<file path="src/rtl/wb_regfile_stage.sv">
// wb_regfile_stage
// Write-back end of the MEM/WB pipeline register. It selects the write-back
// value, commits it to the integer register file (x0 is hardwired to zero),
// serves two decode read ports with optional same-cycle write-through bypass,
// and keeps the retired-instruction counter.
//
// Ports:
//   clk_I                       clock, all state changes on the rising edge
//   reset_I                     asynchronous active-low reset
//   enable_I                    WB advance qualifier, shared with MEM/WB
//   memReadData_I               extended load data
//   aluResult_I                 ALU result
//   reg_W_EN_I                  register write request
//   destRegWriteSel_I           write-back source select
//                               (00 alu, 01 mem, 10 pc+4, 11 imm)
//   currInstructionAddrPlus4_I  link value
//   imm_I                       immediate (LUI)
//   rdAddr_I                    destination register
//   opCode_I                    opcode, 7'h00 marks a bubble
//   rs1Addr_I / rs2Addr_I       read port addresses
//   rs1Data_O / rs2Data_O       read port data (combinational)
//   wbData_O                    selected write-back value, forwarded to EX
//   wbWriteActive_O             a commit happens at the next rising edge
//   instret_O                   retired-instruction count
module wb_regfile_stage #(
  parameter int XLEN      = 32,
  parameter int NUM_REGS  = 32,
  parameter bit BYPASS_EN = 1'b1,
  parameter int CNT_W     = 64
) (
  input  logic             clk_I,
  input  logic             reset_I,
  input  logic             enable_I,
  input  logic [XLEN-1:0]  memReadData_I,
  input  logic [XLEN-1:0]  aluResult_I,
  input  logic             reg_W_EN_I,
  input  logic [1:0]       destRegWriteSel_I,
  input  logic [XLEN-1:0]  currInstructionAddrPlus4_I,
  input  logic [XLEN-1:0]  imm_I,
  input  logic [4:0]       rdAddr_I,
  input  logic [6:0]       opCode_I,
  input  logic [4:0]       rs1Addr_I,
  input  logic [4:0]       rs2Addr_I,
  output logic [XLEN-1:0]  rs1Data_O,
  output logic [XLEN-1:0]  rs2Data_O,
  output logic [XLEN-1:0]  wbData_O,
  output logic             wbWriteActive_O,
  output logic [CNT_W-1:0] instret_O
);

  logic [XLEN-1:0]  regs_q [NUM_REGS];
  logic [XLEN-1:0]  regs_d [NUM_REGS];
  logic [CNT_W-1:0] instret_q;
  logic [CNT_W-1:0] instret_d;
  logic             write_active;
  logic             retire;

  // Write-back source mux.
  always_comb begin
    wbData_O = aluResult_I;
    case (destRegWriteSel_I)
      2'b00:   wbData_O = aluResult_I;
      2'b01:   wbData_O = memReadData_I;
      2'b10:   wbData_O = currInstructionAddrPlus4_I;
      2'b11:   wbData_O = imm_I;
      default: wbData_O = aluResult_I;
    endcase
  end

  // x0 writes never become active, so x0 storage stays zero; rd beyond the
  // implemented register count is also ignored.
  assign write_active    = reg_W_EN_I & enable_I & (rdAddr_I != 5'd0) &
                           (int'(rdAddr_I) < NUM_REGS);
  assign wbWriteActive_O = write_active;
  assign retire          = enable_I & (opCode_I != 7'h00);

  // Read port: zero for x0, bypass the in-flight write if enabled, else storage.
  function automatic logic [XLEN-1:0] read_port(input logic [4:0] addr);
    logic [XLEN-1:0] val;
    val = '0;
    if (addr == 5'd0 || int'(addr) >= NUM_REGS) begin
      val = '0;
    end else if (BYPASS_EN && write_active && (addr == rdAddr_I)) begin
      val = wbData_O;
    end else begin
      val = regs_q[addr];
    end
    return val;
  endfunction

  always_comb begin
    rs1Data_O = read_port(rs1Addr_I);
    rs2Data_O = read_port(rs2Addr_I);
  end

  always_comb begin
    for (int i = 0; i < NUM_REGS; i++) begin
      regs_d[i] = regs_q[i];
    end
    if (write_active) begin
      regs_d[rdAddr_I] = wbData_O;
    end
    instret_d = instret_q;
    if (retire) begin
      instret_d = instret_q + CNT_W'(1);   // wraps naturally
    end
  end

  always_ff @(posedge clk_I or negedge reset_I) begin
    if (!reset_I) begin
      for (int i = 0; i < NUM_REGS; i++) begin
        regs_q[i] <= '0;
      end
      instret_q <= '0;
    end else begin
      for (int i = 0; i < NUM_REGS; i++) begin
        regs_q[i] <= regs_d[i];
      end
      instret_q <= instret_d;
    end
  end

  assign instret_O = instret_q;

endmodule

</file>
<file path="config.mk">
export PLATFORM = sky130hd
export DESIGN_NAME = wb_regfile_stage
export DESIGN_NICKNAME = d
export VERILOG_FILES = /design/src/rtl/wb_regfile_stage.sv
export SDC_FILE = /design/constraint.sdc
export NUM_CORES = 2
export LEC_CHECK = 0
export BUFFER_PORTS_ARGS = -buffer_cell sky130_fd_sc_hd__buf_4
export CORE_ASPECT_RATIO = 0.8
export CORE_MARGIN = 1
export CORE_UTILIZATION = 40
export CTS_BUF_LIST = sky130_fd_sc_hd__clkbuf_4 sky130_fd_sc_hd__clkbuf_8
export DETAILED_ROUTE_END_ITERATION = 10
export GPL_TIMING_DRIVEN = 0
export PLACE_DENSITY = 0.66
export RECOVER_POWER = 100
export SYNTH_ARGS = -nofsm -noshare
export SYNTH_HDL_FRONTEND = slang
export SYNTH_SLANG_ARGS = --single-unit
</file>
<file path="constraint.sdc">
create_clock -name clk_I -period 4.39 [get_ports clk_I]
set_input_delay 1.0975 -clock clk_I [delete_from_list [all_inputs] [get_ports clk_I]]
set_output_delay 1.0975 -clock clk_I [all_outputs]
set_load 0.02 [all_outputs]
</file>
Yosys cells after proc, flatten, opt, wreduce, memory -nomap -nowiden
Cells that the tools add are included.
Widths: inputs -> output; s select.
{"block": "word_totals", "ff_bits": 1088, "in_bits": 156, "output_inout_bits": 161, "elab_cells": 71}
{"block": "classes", "n_addsub": 1, "magnitude_cmp": 4, "n_eq_ne": 5, "n_mux": 14, "bitwise_logic": 6, "reduce_logical": 8}
{"operator": "$bwmux 1024", "count": 1}
{"operator": "$bmux 32 s5", "count": 2}
{"operator": "$mux 32", "count": 9}
{"operator": "$demux 32 s5", "count": 1}
{"operator": "$pmux 32 s4", "count": 1}
{"operator": "$add 64x1->64 const B", "count": 1}
{"operator": "$ge 6x6->1 const B", "count": 3}
{"operator": "$not 5->6", "count": 3}
{"operator": "$eq 5x5->1", "count": 2}
{"operator": "$logic_not 5->1", "count": 2}
{"operator": "$reduce_bool 7->1", "count": 1}
{"operator": "$lt 6x1->1 const B", "count": 1}
{"operator": "$reduce_bool 5->1", "count": 1}
{"operator": "$eq 2x2->1 const B", "count": 2}
{"operator": "$and 1x1->1", "count": 3}
{"operator": "$logic_and 1x1->1", "count": 3}
{"operator": "$eq 2x1->1 const B", "count": 1}
{"operator": "$logic_not 2->1", "count": 1}

Depth between registers and ports, before layout
{"block": "depth", "ltp_word": 6, "mapped_depth": 10}

Worst setup path after synthesis
OpenSTA, ideal clock, no wires.
{"block": "synth_path", "path_type": "in2out", "start": "input port rdAddr_I[1]", "end": "output port rs2Data_O[21]", "arrival_ns": 3.156, "path_slack_ns": 0.136, "stages": 8, "path_buffers": 3, "path_cell_list": "clkbuf_2 nor2_4 a21oi_1 and3_1 clkbuf_1 or2_2 clkbuf_1 o32ai_1"}
{"block": "synth_via", "elab_chain_cells": 5}
{"element": "start: declaration", "line_no": "40", "source": "input logic [4:0] rdAddr_I,"}
{"element": "$reduce_bool 5->1", "line_no": "72", "source": "assign write_active = reg_W_EN_I & enable_I & (rdAddr_I != 5'd0) &"}
{"element": "$and 1x1->1", "line_no": "72"}
{"element": "via wbWriteActive_O", "line_no": "47", "source": "output logic wbWriteActive_O,"}
{"element": "$logic_and 1x1->1", "line_no": "83", "source": "end else if (BYPASS_EN && write_active && (addr == rdAddr_I)) begin"}
{"element": "$mux 32", "line_no": "83"}
{"element": "$mux 32", "line_no": "81", "source": "if (addr == 5'd0 || int'(addr) >= NUM_REGS) begin"}
{"element": "end: declaration", "line_no": "45", "source": "output logic [XLEN-1:0] rs2Data_O,"}
The timed path passes the listed nets, and every way through them passes these cells.

Worst setup path after layout
{"block": "layout_path", "start": "input port rdAddr_I[3]", "end": "output port rs2Data_O[27]"}
{"block": "layout_via", "elab_chain_cells": 5}
{"element": "$reduce_bool 5->1", "line_no": "72"}
{"element": "$and 1x1->1", "line_no": "72"}
{"element": "$logic_and 1x1->1 (*)", "line_no": "83"}
{"element": "$mux 32 (*)", "line_no": "83"}
{"element": "$mux 32 (*)", "line_no": "81"}
Every way passes the cells marked *; elsewhere a longest branch is shown, timed or not.

==> summary.txt <==
Drt
  – Vias per cell: 6.82
  – Average detailed-routed wire length per instance: 38.7 microns
  – Final routed DRC violation total: 0
  – Antenna viol nets, final: 0
  – Count of vias placed by the detailed router: 54900
  – Iteration count of the initial detailed-routing pass: 10
  – Total wire length after detailed routing: 311000 microns
  – Violation count after the first detailed-routing iteration: 9619

Die
  – Placement Rows: 124
  – Die Height: 341 microns
  – DIE AREA: 145000 sq um
  – I/O pin count: 317
  – Horiz. Die Dim: 426 microns
  – Starting density of the core: 0.403
  – Standard cell core area: 143000 sq um

Synth
  – Proportion of synthesized area in mux cells: 0.244
  – Synth Area in Compound Gates: 0.131
  – Syn Nets: 5460
  – Area of the mapped netlist: 57500 sq um
  – Register bit total from synthesis: 1088
  – Count of unique library cells instantiated by Yosys: 68
  – Adder-cell area share of the yosys netlist: 0.000218
  – Fraction of synthesized cell area in xor and xnor cells: 0.0111
  – Average cell area after synthesis: 10.8 sq um
  – Number of enable flip-flop cells after synthesis: 0
  – Warnings, synthesis: 0
  – Cells after Synth: 5303
  – Portion of the post-synthesis area used by sequential elements: 0.474
  – Asr flop ratio synth: 1.00
  – Main flop type after synthesis: sky130_fd_sc_hd__dfrtp_1
  – Synth Area in Simple Gates: 0.0939
  – Combinational family with the most area after synthesis: multiplexers

Placed design
  – Final weighted congestion in routability-driven placement: 1.10
  – Detailed placement HPWL: 215000 microns
  – Port Buffers: 305
  – Pre-CTS setup slack: -2.54 ns

Timing
  – Maximum operating frequency: 213 MHz
  – Fin Clk Skew: 0.0244 ns
  – Final Cycle Share: 1.07
  – Rel. slew slack: -0.619
  – Clock period minus final worst setup slack: 4.69 ns
  – Post-route worst hold slack: 0.122 ns
  – Transition at the pin with the smallest max-transition slack: 2.43 ns
  – Count of final hold-check violations: 0
  – Final number of setup-violating endpoints: 64
  – RSZ-0062 raised after global routing: yes
  – Final max-slew violation count: 313
  – PnR worst setup slack: -0.301 ns

Status
  – Failing checks: capacitance limit, slew limit, setup timing
  – Status: finished with violations

Layout
  – Synthesis-to-finish area growth: 27.2%
  – Nets: 6163
  – Post-layout utilization of the core: 0.512
  – Share of post-route cells with drive strength above 1: 0.292

Setup path
  – Worst Setup End Kind: primary output
  – Startpoint-to-endpoint class of the critical path: in2out
  – Startpoint Class: input pin
  – Register-to-Register Path Depth: 7
  – Arrival time at the worst endpoint: 3.59 ns
  – Highest fanout seen on the critical path: 10
  – Critical path's largest stage delay: 0.54 ns
  – Critical path cell sequence: clkbuf_1 > nor3_1 > a21oi_4 > and3_4 > clkbuf_2 > a21oi_1 > buf_4
  – Cell with the largest stage delay on the worst path: sky130_fd_sc_hd__clkbuf_2
  – R2R setup slack: 1.25 ns
  – Worst path required time: 3.29 ns

Power
  – Largest voltage drop on the vdd net: 261 uV
  – Static power due to leakage: 31.8 nW
  – Total power: 0.0301 W
  – PwrDens: 412 nW/um^2

Clocking
  – Latest clock arrival within the worst-skew pair: 0.97 ns
  – Num Clock Sinks: 1088
  – Root Buffer: sky130_fd_sc_hd__clkbuf_8
  – Bufs on Longest Clock Path: 3
  – Clock slew seen by the registers of the worst setup and hold paths: 0.06 ns
  – Number of CTS-inserted buffers: 178
  – H-tree levels: 4
  – Clock tree from TritonCTS: yes

GRT
  – Largest net degree at the start of global routing: 176
  – Global-route wire length before repair: 416000 microns
  – Overflow left after global routing: 0
  – Overall fraction of global-route tracks in use: 0.420
  – Via count of the first global-routing pass: 51900
  – Antenna violations before repair: 18

Hold path
  – Min-Delay Path Class: in2async

Run
  – Total of max-cap violations: 3
-- cell type report --
type,instances,area (sq um)
antenna,9,22.5
buffer,525,4650
clock buffer,284,3500
clock inverter,34,308
fill,12900,69600
inverter,55,224
multi-input combinational,3615,29900
sequential,1088,27200
tap,1890,2360
timing repair buffer,543,4970
-- stage by stage --
step | instance area, sq um | std cells | setup TNS (ns)
CTS | 71600 | 7934 | -1.89
global placement | 62100 | 7498 | -
global route | 73100 | 8036 | -22.07
floorplan | 57500 | 5303 | 0
finish | 73100 | 8043 | -10.78
detailed placement | 62600 | 7524 | -159.05
-- placed cells by master (no fill, tap or decap), drive strengths merged, types with 10 or more instances in the layout --
| cell type | Yosys | layout |
|---|---|---|
| a21oi | 44 | 44 |
| a221o | 24 | 24 |
| a221oi | 76 | 76 |
| a22oi | 40 | 40 |
| and2 | 12 | 12 |
| and3 | 12 | 12 |
| buf | 139 | 589 |
| clkbuf | 406 | 762 |
| clkinv | 0 | 19 |
| dfrtp | 1088 | 1088 |
| inv | 55 | 57 |
| mux2 | 33 | 33 |
| mux2i | 379 | 379 |
| mux4 | 438 | 438 |
| nand2 | 1098 | 1098 |
| nand3 | 35 | 35 |
| nand4 | 23 | 23 |
| nor2 | 60 | 60 |
| nor2b | 10 | 10 |
| nor3 | 49 | 49 |
| nor4 | 14 | 14 |
| o21ai | 1086 | 1086 |
| o22ai | 12 | 12 |
| o31ai | 14 | 14 |
| xnor2 | 25 | 25 |
| xor2 | 48 | 48 |
-- Yosys cell counts, types with 3 or more instances --
library cell | n | area, sq um
sky130_fd_sc_hd__nor2_1 | 59 | 221
sky130_fd_sc_hd__mux4_2 | 438 | 9860
sky130_fd_sc_hd__nand3_1 | 33 | 165
sky130_fd_sc_hd__a31oi_1 | 9 | 56.3
sky130_fd_sc_hd__and2_1 | 11 | 68.8
sky130_fd_sc_hd__a211o_1 | 5 | 43.8
sky130_fd_sc_hd__and3_1 | 12 | 75.1
sky130_fd_sc_hd__o22ai_1 | 12 | 75.1
sky130_fd_sc_hd__or2_2 | 9 | 56.3
sky130_fd_sc_hd__a221oi_1 | 75 | 657
sky130_fd_sc_hd__nor4_1 | 14 | 87.6
sky130_fd_sc_hd__inv_1 | 54 | 203
sky130_fd_sc_hd__mux2_2 | 29 | 327
sky130_fd_sc_hd__and4_1 | 3 | 26.3
sky130_fd_sc_hd__nand4_1 | 23 | 144
sky130_fd_sc_hd__buf_6 | 18 | 203
sky130_fd_sc_hd__a211oi_1 | 6 | 45.0
sky130_fd_sc_hd__buf_1 | 26 | 97.6
sky130_fd_sc_hd__o21ai_0 | 1051 | 5260
sky130_fd_sc_hd__dfrtp_1 | 1088 | 27200
sky130_fd_sc_hd__o21ai_1 | 35 | 175
sky130_fd_sc_hd__clkbuf_1 | 404 | 1520
sky130_fd_sc_hd__a221o_1 | 24 | 240
sky130_fd_sc_hd__mux2i_1 | 379 | 3790
sky130_fd_sc_hd__nor2b_1 | 10 | 62.6
sky130_fd_sc_hd__o32ai_1 | 3 | 26.3
sky130_fd_sc_hd__o31a_1 | 5 | 43.8
sky130_fd_sc_hd__a21o_1 | 8 | 60.1
sky130_fd_sc_hd__a21oi_1 | 44 | 220
sky130_fd_sc_hd__xnor2_1 | 25 | 219
sky130_fd_sc_hd__o311a_1 | 4 | 40.0
sky130_fd_sc_hd__a32oi_1 | 4 | 35.0
sky130_fd_sc_hd__o31ai_1 | 13 | 97.6
sky130_fd_sc_hd__nand2_1 | 1098 | 4120
sky130_fd_sc_hd__xor2_1 | 48 | 420
sky130_fd_sc_hd__nor3_1 | 48 | 240
sky130_fd_sc_hd__nand2b_1 | 4 | 25.0
sky130_fd_sc_hd__buf_4 | 32 | 240
sky130_fd_sc_hd__buf_2 | 59 | 295
sky130_fd_sc_hd__mux2_1 | 4 | 45.0
sky130_fd_sc_hd__a22oi_1 | 40 | 300
-- power breakdown --
part           internal (W)  leakage [nW]  switching [W]
clock               0.00528          2.03        0.00466
sequential           0.0115          14.4        0.00123
combinational       0.00317          15.3        0.00431
-- kinds of logic (layout without fill, tap and decap cells) --
kind of cell / after synthesis / after routing
DFF: 1088 / 1088
and+or+nand+nor: 1335 / 1335
muxes: 850 / 850
xor gates and xnor gates: 73 / 73
buffers and inverters: 600 / 1441
adders and majority gates: 1 / 1
AOI/OAI and AO/OA: 1356 / 1356
other: 0 / 9
-- critical path: cells and delay by family --
family                 cells  cell delay [ns]
AOI/OAI and AO/OA          2             0.71
and+or+nand+nor            2             0.62
buffers and inverters      3             1.15
-- registers in the layout, summed over array words and instances, names as in the netlist --
signal / count
regs_q: 1024
instret_O: 64
-- what timing repair did --
action / CTS / global route
pin swaps: 51 / 102
resized for setup: 993 / 214
hold buffers: 0 / 0
endpoints found under the setup margin: 91 / 70
cloned: 12 / 8
buffers inserted: 99 / 103
-- metal layers --
layer | vias to the layer above | part of all wire | routed length [microns] | GRT usage
met4 | 26 | 0.077 | 24000 | 0.263
met3 | 1269 | 0.18 | 56500 | 0.239
met2 | 5158 | 0.39 | 121000 | 0.548
met1 | 27700 | 0.35 | 109000 | 0.530
met5 | - | 0.0023 | 710 | 0.00261
li1 | 20700 | - | - | -
-- path summary, 6_finish.rpt --
check,start,to
max,rdAddr_I[3],rs2Data_O[27]
min,reset_I,regs_q[247]$_DFFE_PN0P_
max reg2reg,instret_O[0]$_DFFE_PN0P_,instret_O[52]$_DFFE_PN0P_
min reg2reg,instret_O[63]$_DFFE_PN0P_,instret_O[63]$_DFFE_PN0P_
max in group asynchronous,reset_I,regs_q[771]$_DFFE_PN0P_
min in group clk_I,instret_O[63]$_DFFE_PN0P_,instret_O[63]$_DFFE_PN0P_
No activity file was read; power rests on OpenSTA's default activity.
